### config.mk
export PLATFORM = sky130hd
export DESIGN_NAME = pwm_capture
export DESIGN_NICKNAME = d
export VERILOG_FILES = /design/src/rtl/pwm_capture.sv
export SDC_FILE = /design/constraint.sdc
export NUM_CORES = 1
export LEC_CHECK = 0
export BUFFER_PORTS_ARGS = -buffer_cell sky130_fd_sc_hd__buf_4
export CAP_MARGIN = 10
export CORE_UTILIZATION = 35
export CTS_CLUSTER_SIZE = 24
export DETAILED_ROUTE_END_ITERATION = 8
export PLACE_DENSITY_LB_ADDON = 0.08
export SYNTH_ARGS = -nofsm -noshare
export SYNTH_HDL_FRONTEND = slang
export SYNTH_SLANG_ARGS = --single-unit
### constraint.sdc
create_clock -name sys_clk -period 1.7 [get_ports sys_clk]
set_input_delay 0 -clock sys_clk [delete_from_list [all_inputs] [get_ports sys_clk]]
set_output_delay 0 -clock sys_clk [all_outputs]
set_load 0.005 [all_outputs]
### src/rtl/pwm_capture.sv
// rtl/pwm_capture.sv - measures PWM high time in microseconds, flags out-of-range pulses and signal loss
// Defining PWM_CAP_PERIOD_EN adds the rise-to-rise period output period_us.
module pwm_capture #(
   parameter int CLK_VAL_MHZ = 50,
   parameter int MIN_US      = 500,
   parameter int MAX_US      = 2500,
   parameter int TIMEOUT_MS  = 50
) (
   input  logic        sys_clk,
   input  logic        sys_rst_n,
   input  logic        pwm_in,
   output logic [15:0] pulse_us,
   output logic        pulse_valid,
   output logic        pulse_err,
`ifdef PWM_CAP_PERIOD_EN
   output logic        timeout,
   output logic [15:0] period_us
`else
   output logic        timeout
`endif
);

   localparam int PW = $clog2(CLK_VAL_MHZ);
   localparam int TO_US = TIMEOUT_MS * 1000;
   localparam int IW = $clog2(TO_US + 1);
   localparam logic [PW-1:0] PRE_MAX  = PW'(CLK_VAL_MHZ - 1);
   localparam logic [IW-1:0] IDLE_MAX = IW'(TO_US);
   localparam logic [15:0]   MIN_V    = 16'(MIN_US);
   localparam logic [15:0]   MAX_V    = 16'(MAX_US);

   typedef enum logic [1:0] {IDLE, HIGH, LOW} state_t;

   state_t        state;
   logic          s1, s2, s3;
   logic [PW-1:0] presc;
   logic [15:0]   width_cnt;
   logic [IW-1:0] idle_cnt;
   logic          cap_pend;
   logic [1:0]    fill;
   logic          armed;
`ifdef PWM_CAP_PERIOD_EN
   logic [15:0]   per_cnt;
`endif

   logic rise, fall, us_tick;

   assign rise    = s2 & ~s3;
   assign fall    = ~s2 & s3;
   assign us_tick = (presc == PRE_MAX);

   function automatic logic [15:0] sat_inc(input logic [15:0] v, input logic t);
      return (t && v != 16'hFFFF) ? v + 16'd1 : v;
   endfunction

   always_ff @(posedge sys_clk) begin
      if (!sys_rst_n) begin
         s1          <= 1'b0;
         s2          <= 1'b0;
         s3          <= 1'b0;
         presc       <= '0;
         width_cnt   <= '0;
         idle_cnt    <= '0;
         cap_pend    <= 1'b0;
         fill        <= '0;
         armed       <= 1'b0;
         state       <= IDLE;
         pulse_us    <= '0;
         pulse_valid <= 1'b0;
         pulse_err   <= 1'b0;
         timeout     <= 1'b0;
`ifdef PWM_CAP_PERIOD_EN
         per_cnt     <= '0;
         period_us   <= '0;
`endif
      end else begin
         s1 <= pwm_in;
         s2 <= s1;
         s3 <= s2;

         // A rise is trusted only once the synchroniser has shown a genuine low
         // after reset, so a pulse already high at release is never measured.
         if (!fill[1])
            fill <= fill + 2'd1;
         if (fill[1] && !s2)
            armed <= 1'b1;

         if (rise || us_tick)
            presc <= '0;
         else
            presc <= presc + 1'b1;

         if (rise || fall)
            idle_cnt <= '0;
         else if (us_tick && idle_cnt != IDLE_MAX)
            idle_cnt <= idle_cnt + 1'b1;

         pulse_valid <= 1'b0;
         pulse_err   <= 1'b0;
         cap_pend    <= 1'b0;

         case (state)
            IDLE: begin
               if (rise && armed) begin
                  state     <= HIGH;
                  width_cnt <= '0;
               end
            end
            HIGH: begin
               width_cnt <= sat_inc(width_cnt, us_tick);
               if (fall) begin
                  state    <= LOW;
                  cap_pend <= 1'b1;
               end
            end
            LOW: begin
               if (rise) begin
                  state     <= HIGH;
                  width_cnt <= '0;
               end
            end
            default: state <= IDLE;
         endcase

         if (cap_pend) begin
            if (width_cnt >= MIN_V && width_cnt <= MAX_V) begin
               pulse_us    <= width_cnt;
               pulse_valid <= 1'b1;
               timeout     <= 1'b0;
            end else begin
               pulse_err <= 1'b1;
            end
         end

         // Any edge this cycle outranks an expiring idle counter.
         if (!rise && !fall && idle_cnt == IDLE_MAX) begin
            timeout <= 1'b1;
            state   <= IDLE;
         end

`ifdef PWM_CAP_PERIOD_EN
         if (rise)
            per_cnt <= '0;
         else
            per_cnt <= sat_inc(per_cnt, us_tick);
         if (rise && state == LOW)
            period_us <= sat_inc(per_cnt, us_tick);
`endif
      end
   end

endmodule
# Word level (Yosys, flattened, before mapping)

Cells that the tools add are included.

Output and inout bits: 19
Word-level logic and storage cells: 76
Bits in registers: 66
Bits of input ports: 3

Order comparisons: 2
Muxes and demuxes: 15
Reduce and logical (&&, ||, !) cells: 25
Equal/unequal tests: 10
Bitwise logic cells: 5
Add/subtract/negate cells: 4

Operator list:

| kind                                                                               | count |
|---|---|
| 16-bit 2-to-1 mux                                                                  | 3 |
| 16-bit one-hot mux with 3 select lines                                             | 1 |
| 16-bit by 1-bit adder with 16-bit output, second input constant                    | 2 |
| 16-bit inequality test, second input constant                                      | 2 |
| 16-bit equality test, second input constant                                        | 1 |
| 16-bit by 9-bit >= comparator with 1-bit output, second input constant             | 1 |
| 16-bit by 12-bit less-or-equal comparator with 1-bit output, second input constant | 1 |
| 2-bit 2-to-1 mux                                                                   | 4 |
| 2-bit inequality test, second input constant                                       | 4 |
| 2-bit AND reduction                                                                | 4 |
| 1-bit logical AND                                                                  | 7 |
| 6-bit by 1-bit adder with 6-bit output, second input constant                      | 1 |
| 6-bit equality test, second input constant                                         | 1 |
| 1-bit 2-to-1 mux                                                                   | 6 |
| 2-bit one-hot mux with 3 select lines                                              | 1 |
| 2-bit OR reduction                                                                 | 3 |
| 4-bit AND reduction                                                                | 1 |
| 2-bit nonzero test                                                                 | 2 |
| 1-bit zero test                                                                    | 3 |
| 1-bit inverter                                                                     | 3 |
| 3-bit AND reduction                                                                | 1 |
| 3-bit nonzero test                                                                 | 1 |
| 2-bit by 1-bit adder with 2-bit output, second input constant                      | 1 |
| 1-bit bitwise AND                                                                  | 2 |
| 4 further kinds                                                                    | 5 |

# Logic depth before layout (Yosys ltp)

Gate-level depths: netlist of run 1.

Depth after elaboration: 7
Mapped depth: 8
Mapped depth without buffers: 7

# Least setup slack after synthesis of run 1

Ideal clock, no wire load.

Path type: register to register
Start: reg s3
End: reg width_cnt[15]
Path buffers: 0
Arrival: 1.654 ns
Data required time: 1.629 ns
Stages on the path, launching flop included: 8
Setup slack: -0.024 ns
Setup time: 0.071 ns
Period minus slack after synthesis: 1.724 ns
Cell sequence: dfxtp_1 > inv_1 > ha_1 > nor2b_1 > nand2_1 > a211o_1 > or3_1 > a21oi_1

Cells in the longest elaborated chain, start to end: 5
Elaborated cells on any way between the ends: 6
Those cells by class: eq/ne: 2; bitwise: 2; reduce/logical: 2

RTL lines:

| what                            | RTL line | source |
|---|---|---|
| from (decl)                     | 34       | `logic s1, s2, s3;` |
| from (signal assigned)          | 59       | `s3 <= 1'b0;` |
| from (signal assigned)          | 78       | `s3 <= s2;` |
| 1-bit inverter *                | 47       | `assign rise = s2 & ~s3;` |
| 1-bit bitwise AND *             | 47       |  |
| 1-bit logical AND               | 103      | `if (rise && armed) begin` |
| 2-bit inequality test (no line) | n/a      |  |
| 4-bit AND reduction (no line) * | n/a      |  |
| to (signal assigned)            | 109      | `width_cnt <= sat_inc(width_cnt, us_tick);` |
| to (decl)                       | 36       | `logic [15:0] width_cnt;` |

Every way passes the cells marked *; elsewhere a longest branch is shown, timed or not.
A chain may end at the register's enable or synchronous reset.

# Worst setup path in the final report of run 1

Start: reg width_cnt[13]
End: reg pulse_us[10]

Cells in the longest elaborated chain, start to end: 3
Elaborated cells on any way between the ends: 4
Those cells by class: order compare: 2; reduce/logical: 2

RTL lines:

| what                                                                                                                           | RTL line | source |
|---|---|---|
| 16-bit by 9-bit >= comparator with 1-bit output or 16-bit by 12-bit less-or-equal comparator with 1-bit output (tied branches) | 125      | `if (width_cnt >= MIN_V && width_cnt <= MAX_V) begin` |
| 1-bit logical AND *                                                                                                            | 125      |  |
| 2-bit AND reduction (no line) *                                                                                                | n/a      |  |
| to (signal assigned)                                                                                                           | 126      | `pulse_us <= width_cnt;` |
| to (decl)                                                                                                                      | 12       | `output logic [15:0] pulse_us,` |

Marks and branches as above.

==> summary.md, run 1 <==
| Metric | Value |
|---|---|
| Number of global-route vias before repair | `2,370` |
| CP Capture Type | `flip-flop` |
| CTS tree | `built` |
| Met2 wire length | `3650 um` |
| Die area | `0.00896 mm^2` |
| Post-synthesis register bit count | `66` |
| Ys async rst share | `0%` |
| Initial antenna violation count | `0` |
| Hold WC Path Type | `input port to flip-flop` |
| CTS max path bufs | `2` |
| Top cell type's share of synthesized area | `around 44%` |
| H-tree depth | `3` |
| Register share of total power | `49.4%` |
| Crit path max fanout | `5` |
| F_max | `0.570 GHz` |
| Net Sw Frac | `23.3%` |
| Post-DRT Antenna Nets | `0` |
| Synthesis warning total | `0` |
| Top_reg_cell synth | `dfxtp_1` |
| Seq. cell area | `0.00134 mm^2` |
| Gr ovfl total | `0` |
| Minimum clock period | `approximately 1.8 ns` |
| Synthesized area per cell | `slightly below 9 um^2` |
| Yosys cell types | `52` |
| CTS root buf | `clkbuf_8` |
| Seq/Total Area, Yosys | `around 44%` |
| Die Width | `94.7 um` |
| Crit path DAT | `1.99 ns` |
| Skew-Pair Late Insertion Delay | `0.35 ns` |
| Wire per inst | `approximately 14 um` |
| Clk_skew | `0.0111 ns` |
| Worst VDD drop | `~0.41 mV` |
| Mapped Nets | `approximately 350` |
| Layout cells sized above 1 | `38.5%` |
| Critical path data required time | `1.93 ns` |
| Count of final hold-check violations | `0` |
| I/O pin total | `22` |
| Final #Nets | `between 400 and 500` |
| First-pass GRT wire length | `11,600 um` |
| Violation count after the first detailed-route iteration | `104` |
| Combinational power share | `4.0%` |
| Max-cap viol count | `0` |
| Largest area contributor in the netlist | `dfxtp_1` |
| Die height | `between 90 and 100 um` |
| CTS clk-pin slew, worst paths | `0.08 ns` |
| WS Path Type | `flip-flop to flip-flop` |
| Residual DRC count | `0` |
| EDFF count, synth | `0` |
| Largest net degree at the start of global routing | `26` |
| Syn Std Cell Area | `about 0.0030 mm^2` |
| Met1 Routed Length | `3570 um` |
| Area of the multi-input gates | `0.00180 mm^2` |
| Number of buffers created by CTS | `9` |
| FILL cells | `795` |
| Status | `finished, violations left` |
| Psw | `746 uW` |
| Worst slew pin tran | `0.344 ns` |
| Final WL | `7560 um` |
| Row cnt | `33` |
| P_leak | `0.00170 uW` |
| # clock sinks | `66` |
| Area grow syn2layout | `45.9%` |
| Synth area leaders | `dfxtp_1 44%, xnor2_1 5.2%, nand3_1 4.5%, nor2_1 4.4%, nand2_1 3.9%` |
| Final setup margin | `-0.0544 ns` |
| Pwr Density | `730 mW/mm^2` |
| # setup viols final | `13` |
| Commonest non-fill, non-tap cell in the layout | `buf_4` |
| Failing checks | `negative setup slack` |
| Detail Route met3 WL | `between 200 and 250 um` |
| Max Used Layer | `met4` |
| Clk network pwr share | `a little under half` |
| Via density | `4.87` |
| Number of port buffers | `21` |
| RD Place Congestion | `0.742` |
| Final slew viol count | `0` |
| Vias | `2,673` |
| Finished Core Util | `53.1%` |
| Initial core utilization | `36.4%` |
| Most frequent cells in the layout | `94 x buf_4, 56 x dfxtp_1, 34 x nor2_1` |
| Drt first pass iters | `4` |
| Ant. Diodes | `0` |
| RSZ-0062 raised after global routing | `yes` |
| Core area | `between 0.008 and 0.009 mm^2` |
| Worst hold slack | `0.413 ns` |
| Startpoint Class | `flip-flop` |
| Worst rel slew slack | `76.9%` |
| DP HPWL | `4960 um` |
| Fin crit share | `103%` |
| Internal cell power | `2460 uW` |
| Post-synthesis cell count | `between 300 and 400` |
| Gr usage total | `17.1%` |
-- what timing repair did --
| item | 4_1_cts | 5_1_grt |
|---|---|---|
| pin swaps | 13 | 23 |
| hold endpoints to repair | 4 | 0 |
| resized for setup | 15 | 48 |
| setup buffers | 10 | 9 |
| hold buffers | 2 | 0 |
| endpoints found under the setup margin | 32 | 36 |
| cloned | 1 | 1 |
-- power groups by stage --
| stage | Clock, uW | Combinational, uW | Sequential (uW) |
|---|---|---|---|
| floorplan | 0 | 75.4 | 1620 |
| global placement | 0 | 116 | 1620 |
| detailed placement | 0 | 116 | 1620 |
| CTS | 1540 | 122 | 1580 |
| global route | 1610 | 145 | 1580 |
| finish | 1490 | 129 | 1580 |
-- final cells by class --
class	count	share of cell area [%]
Tap cell	105	3.00
Inverter	13	1.11
Clock buffer	9	2.83
Sequential cell	66	30.5
Timing Repair Buffer	106	19.1
Clock inverter	7	2.31
Multi-Input combinational cell	243	41.2
-- flip-flops by register name (all words and copies together), names as in the netlist --
signal / flops
armed: 1
cap_pend: 1
fill: 2
idle_cnt: 16
presc: 6
pulse_err: 1
pulse_us: 16
pulse_valid: 1
s1: 1
s2: 1
s3: 1
state: 2
timeout: 1
width_cnt: 16
-- kinds of logic after synthesis --
family	after synthesis	synth area share, %
compound gates	53	12.9
fa+ha+maj	8	3.33
mux	1	0.333
flops	66	44.0
buf+inv	28	3.83
xor+xnor	24	6.99
simple gates	156	28.7
-- through the flow --
stage	area [um^2]	instances	setup TNS [ns]	setup WS [ns]	total power, uW
floorplan	3010	336	0	0.0214	1690
global placement	3720	511	-10.53	-0.598	1730
detailed placement	3720	511	-10.94	-0.634	1730
CTS	4120	540	-0.341	-0.0826	3240
global route	4380	549	-1.87	-0.116	3340
finish	4380	549	-0.426	-0.0544	3200
-- worst paths after layout --
kind            startpoint           end  slack (ns)  cells past startpoint
max          width_cnt[13]  pulse_us[10]       -0.05                      5
min                 pwm_in            s1        0.41                      3
min reg2reg             s1            s2        0.45                      1
max reg2reg  width_cnt[13]  pulse_us[10]       -0.05                      5
-- metal layers --
metal,GRT usage (%),vias up
li1,-,1389
met1,22.3,1237
met2,26.6,39
met3,4.43,8
met4,7.45,0
met5,0,-
-- synth_stat cells (2+ instances only) --
cell type and number:
and4_1 3, buf_2 8, or4_1 3, xor2_1 6
and3b_1 4, o21ai_1 13, and3_1 5, o211ai_1 3
or4b_1 2, or3_1 6, nor2b_1 3, a2111oi_2 3
a21oi_1 11, nand2b_1 2, o2111ai_1 2, and2_1 8
dfxtp_1 66, nand4_1 7, o21ai_0 8, nand3_1 27
clkbuf_1 6, a311oi_1 2, nor2_1 35, ha_1 8
xnor2_1 18, nor4_1 3, nor3_1 5, inv_1 13
a211oi_1 2, nor3b_1 2, nand2_1 31
-- critical path, cell delays in order, from the launching register on --
cell,delay (ns)
dfxtp_1,0.33
or4_4,0.57
nor4b_4,0.40
buf_6,0.18
buf_4,0.11
o21ai_1,0.06
No activity file was read; power rests on OpenSTA's default activity.
==> run 2: changes to the inputs <==
CAP_MARGIN = default   (was 10)
CORE_UTILIZATION = 45   (was 35)
CTS_BUF_LIST = sky130_fd_sc_hd__clkbuf_8   (was default)
==> run 2 against run 1 <==
The run still ends with negative setup slack left. Setup slack better by 0.0093 ns. Die area down 22%. Sequential share of layout area down 0.88 points. Non-clock buffer count up 16. Register-to-register slack about the same. Wire length up 3.1%. Final cell count down 2.4%. Sequential power about the same. First-iteration DRC count up 51%. Combinational power up 5%.
==> summary.md, run 2 (same netlist as run 1, synthesis figures left out) <==
| Metric | Value |
|---|---|
| Hold WC Path Type | `flip-flop to flip-flop` |
| RD Place Congestion | `around 0.77` |
| Die height | `roughly 84 um` |
| CTS tree | `built` |
| Commonest non-fill, non-tap cell in the layout | `buf_4` |
| Residual DRC count | `0` |
| DP HPWL | `4970 um` |
| CP Capture Type | `flip-flop` |
| CTS max path bufs | `2` |
| Minimum clock period | `1.75 ns` |
| P_leak | `0.00186 uW` |
| I/O pin total | `22` |
| Final WL | `7790 um` |
| Crit path largest cell delay | `0.55 ns` |
| Max-cap viol count | `0` |
| Worst hold slack | `0.449 ns` |
| RSZ-0062 raised after global routing | `yes` |
| Number of buffers created by CTS | `9` |
| # clock sinks | `66` |
| Crit path DAT | `2.03 ns` |
| Critical path data required time | `1.98 ns` |
| Wire per inst | `14.5 um` |
| Worst rel slew slack | `roughly three quarters` |
| CP max stage cell | `or4bb_4` |
| Total Power | `3350 uW` |
| Layout cells sized above 1 | `44.9%` |
| Largest net degree at the start of global routing | `36` |
| Die area | `0.00701 mm^2` |
| Worst slew pin tran | `0.344 ns` |
| Count of final hold-check violations | `0` |
| Final slew viol count | `0` |
| Status | `finished, violations left` |
| Final setup margin | `-0.0451 ns` |
| Number of global-route vias before repair | `2,491` |
| CTS root buf | `clkbuf_8` |
| Initial antenna violation count | `0` |
| Worst VDD drop | `0.589 mV` |
| Failing checks | `negative setup slack` |
| H-tree depth | `3` |
| Post-DRT Antenna Nets | `0` |
| Gr ovfl total | `0` |
| Via density | `5.22` |
| Drt first pass iters | `5` |
| Most frequent cells in the layout | `99 x buf_4, 45 x dfxtp_1, 34 x nor2_1` |
| Fin crit share | `103%` |
| Final setup TNS | `-0.237 ns` |
| Violation count after the first detailed-route iteration | `157` |
| Core area | `approximately 0.0064 mm^2` |
| Skew-Pair Late Insertion Delay | `about 0.35 ns` |
| Number of port buffers | `21` |
| Largest regs | `idle_cnt (16), pulse_us (16), width_cnt (16)` |
| Clk_skew | `0.0134 ns` |
| Pwr Density | `between 700 and 800 mW/mm^2` |
| Initial core utilization | `between 40% and 50%` |
| Final #Nets | `465` |
| Reg2reg start | `idle_cnt[4]` |
| Hold path start | `pulse_us[2]` |
| Ant. Diodes | `0` |
| Startpoint Class | `flip-flop` |
| # setup viols final | `11` |
| F_max | `0.573 GHz` |
| Pre-CTS WS | `-0.156 ns` |
| WS Path Type | `flip-flop to flip-flop` |
| Worst Setup SP | `idle_cnt[4]` |
| Area grow syn2layout | `54.3%` |
| Vias | `about 2,800` |
| First-pass GRT wire length | `around 12,000 um` |
| Die Width | `83.7 um` |
| Cell Chain, Critical Path | `or4bb_4 > nor4_4 > buf_4 > buf_6 > nand3_2 > o21ai_1` |
| Gr usage total | `21.4%` |
| CTS clk-pin slew, worst paths | `about 0.080 ns` |
| Row cnt | `29` |
| Crit path max fanout | `4` |
-- run 2: final timing paths --
| path | endpoint | slack, ns | cells after the start |
|---|---|---|---|
| worst max-delay path | timeout | -0.05 | 6 |
| worst min-delay path | pulse_us[2] | 0.45 | 2 |
| worst max register to register | timeout | -0.05 | 6 |
| worst min register to register | pulse_us[2] | 0.45 | 2 |
-- run 2: layout make-up --
| cell class | count | area, um^2 |
|---|---|---|
| Tap cell | 77 | 96.3 |
| Fill cell | 488 | 1750 |
| Clock buffer | 9 | 124 |
| Sequential cell | 66 | 1370 |
| Inverter | 13 | 48.8 |
| Timing Repair Buffer | 122 | 1040 |
| Clock inverter | 7 | 125 |
| Multi-Input combinational cell | 242 | 1830 |
-- run 2: repair_timing --
item                                   CTS  global route
endpoints found under the hold margin    6             0
cloned                                   0             3
setup endpoints to repair               33            39
hold buffers                             3             0
buffers inserted                         8            12
pin swaps                               15            22
resized for setup                       34            61
-- run 2: worst max-delay path, delay by kind of cell (launching register included) --
family	cells	cell delay, ns
simple gates	3	1.00
flops	1	0.34
buf+inv	2	0.28
compound gates	1	0.08
-- run 2: per-layer routing --
metal / vias to the layer above / track usage (%) / part of all wire [%]
li1: 1421 / - / -
met1: 1309 / 30.5 / 46
met2: 58 / 31.8 / 47
met3: 9 / 5.24 / 5.0
met4: 0 / 6.47 / 1.2
met5: - / 0 / 0
-- run 2: stage by stage --
stage          cell area (um^2)  util (%)  instances
2_1_floorplan              3010         -        336
3_3_place_gp               3810      59.6        497
3_5_place_dp               3810      59.6        497
4_1_cts                    4270      66.8        522
5_1_grt                    4640      72.6        536
6_report                   4640      72.6        536
-- run 2: power by group --
group / total [uW] / internal, uW / switching [uW] / leakage, uW
Clock: 1650 / 987 / 660 / 0.000124
Combinational: 136 / 58.8 / 77.1 / 0.00119
Sequential: 1570 / 1550 / 14.6 / 0.000547
Total: 3350 / 2600 / 752 / 0.00186
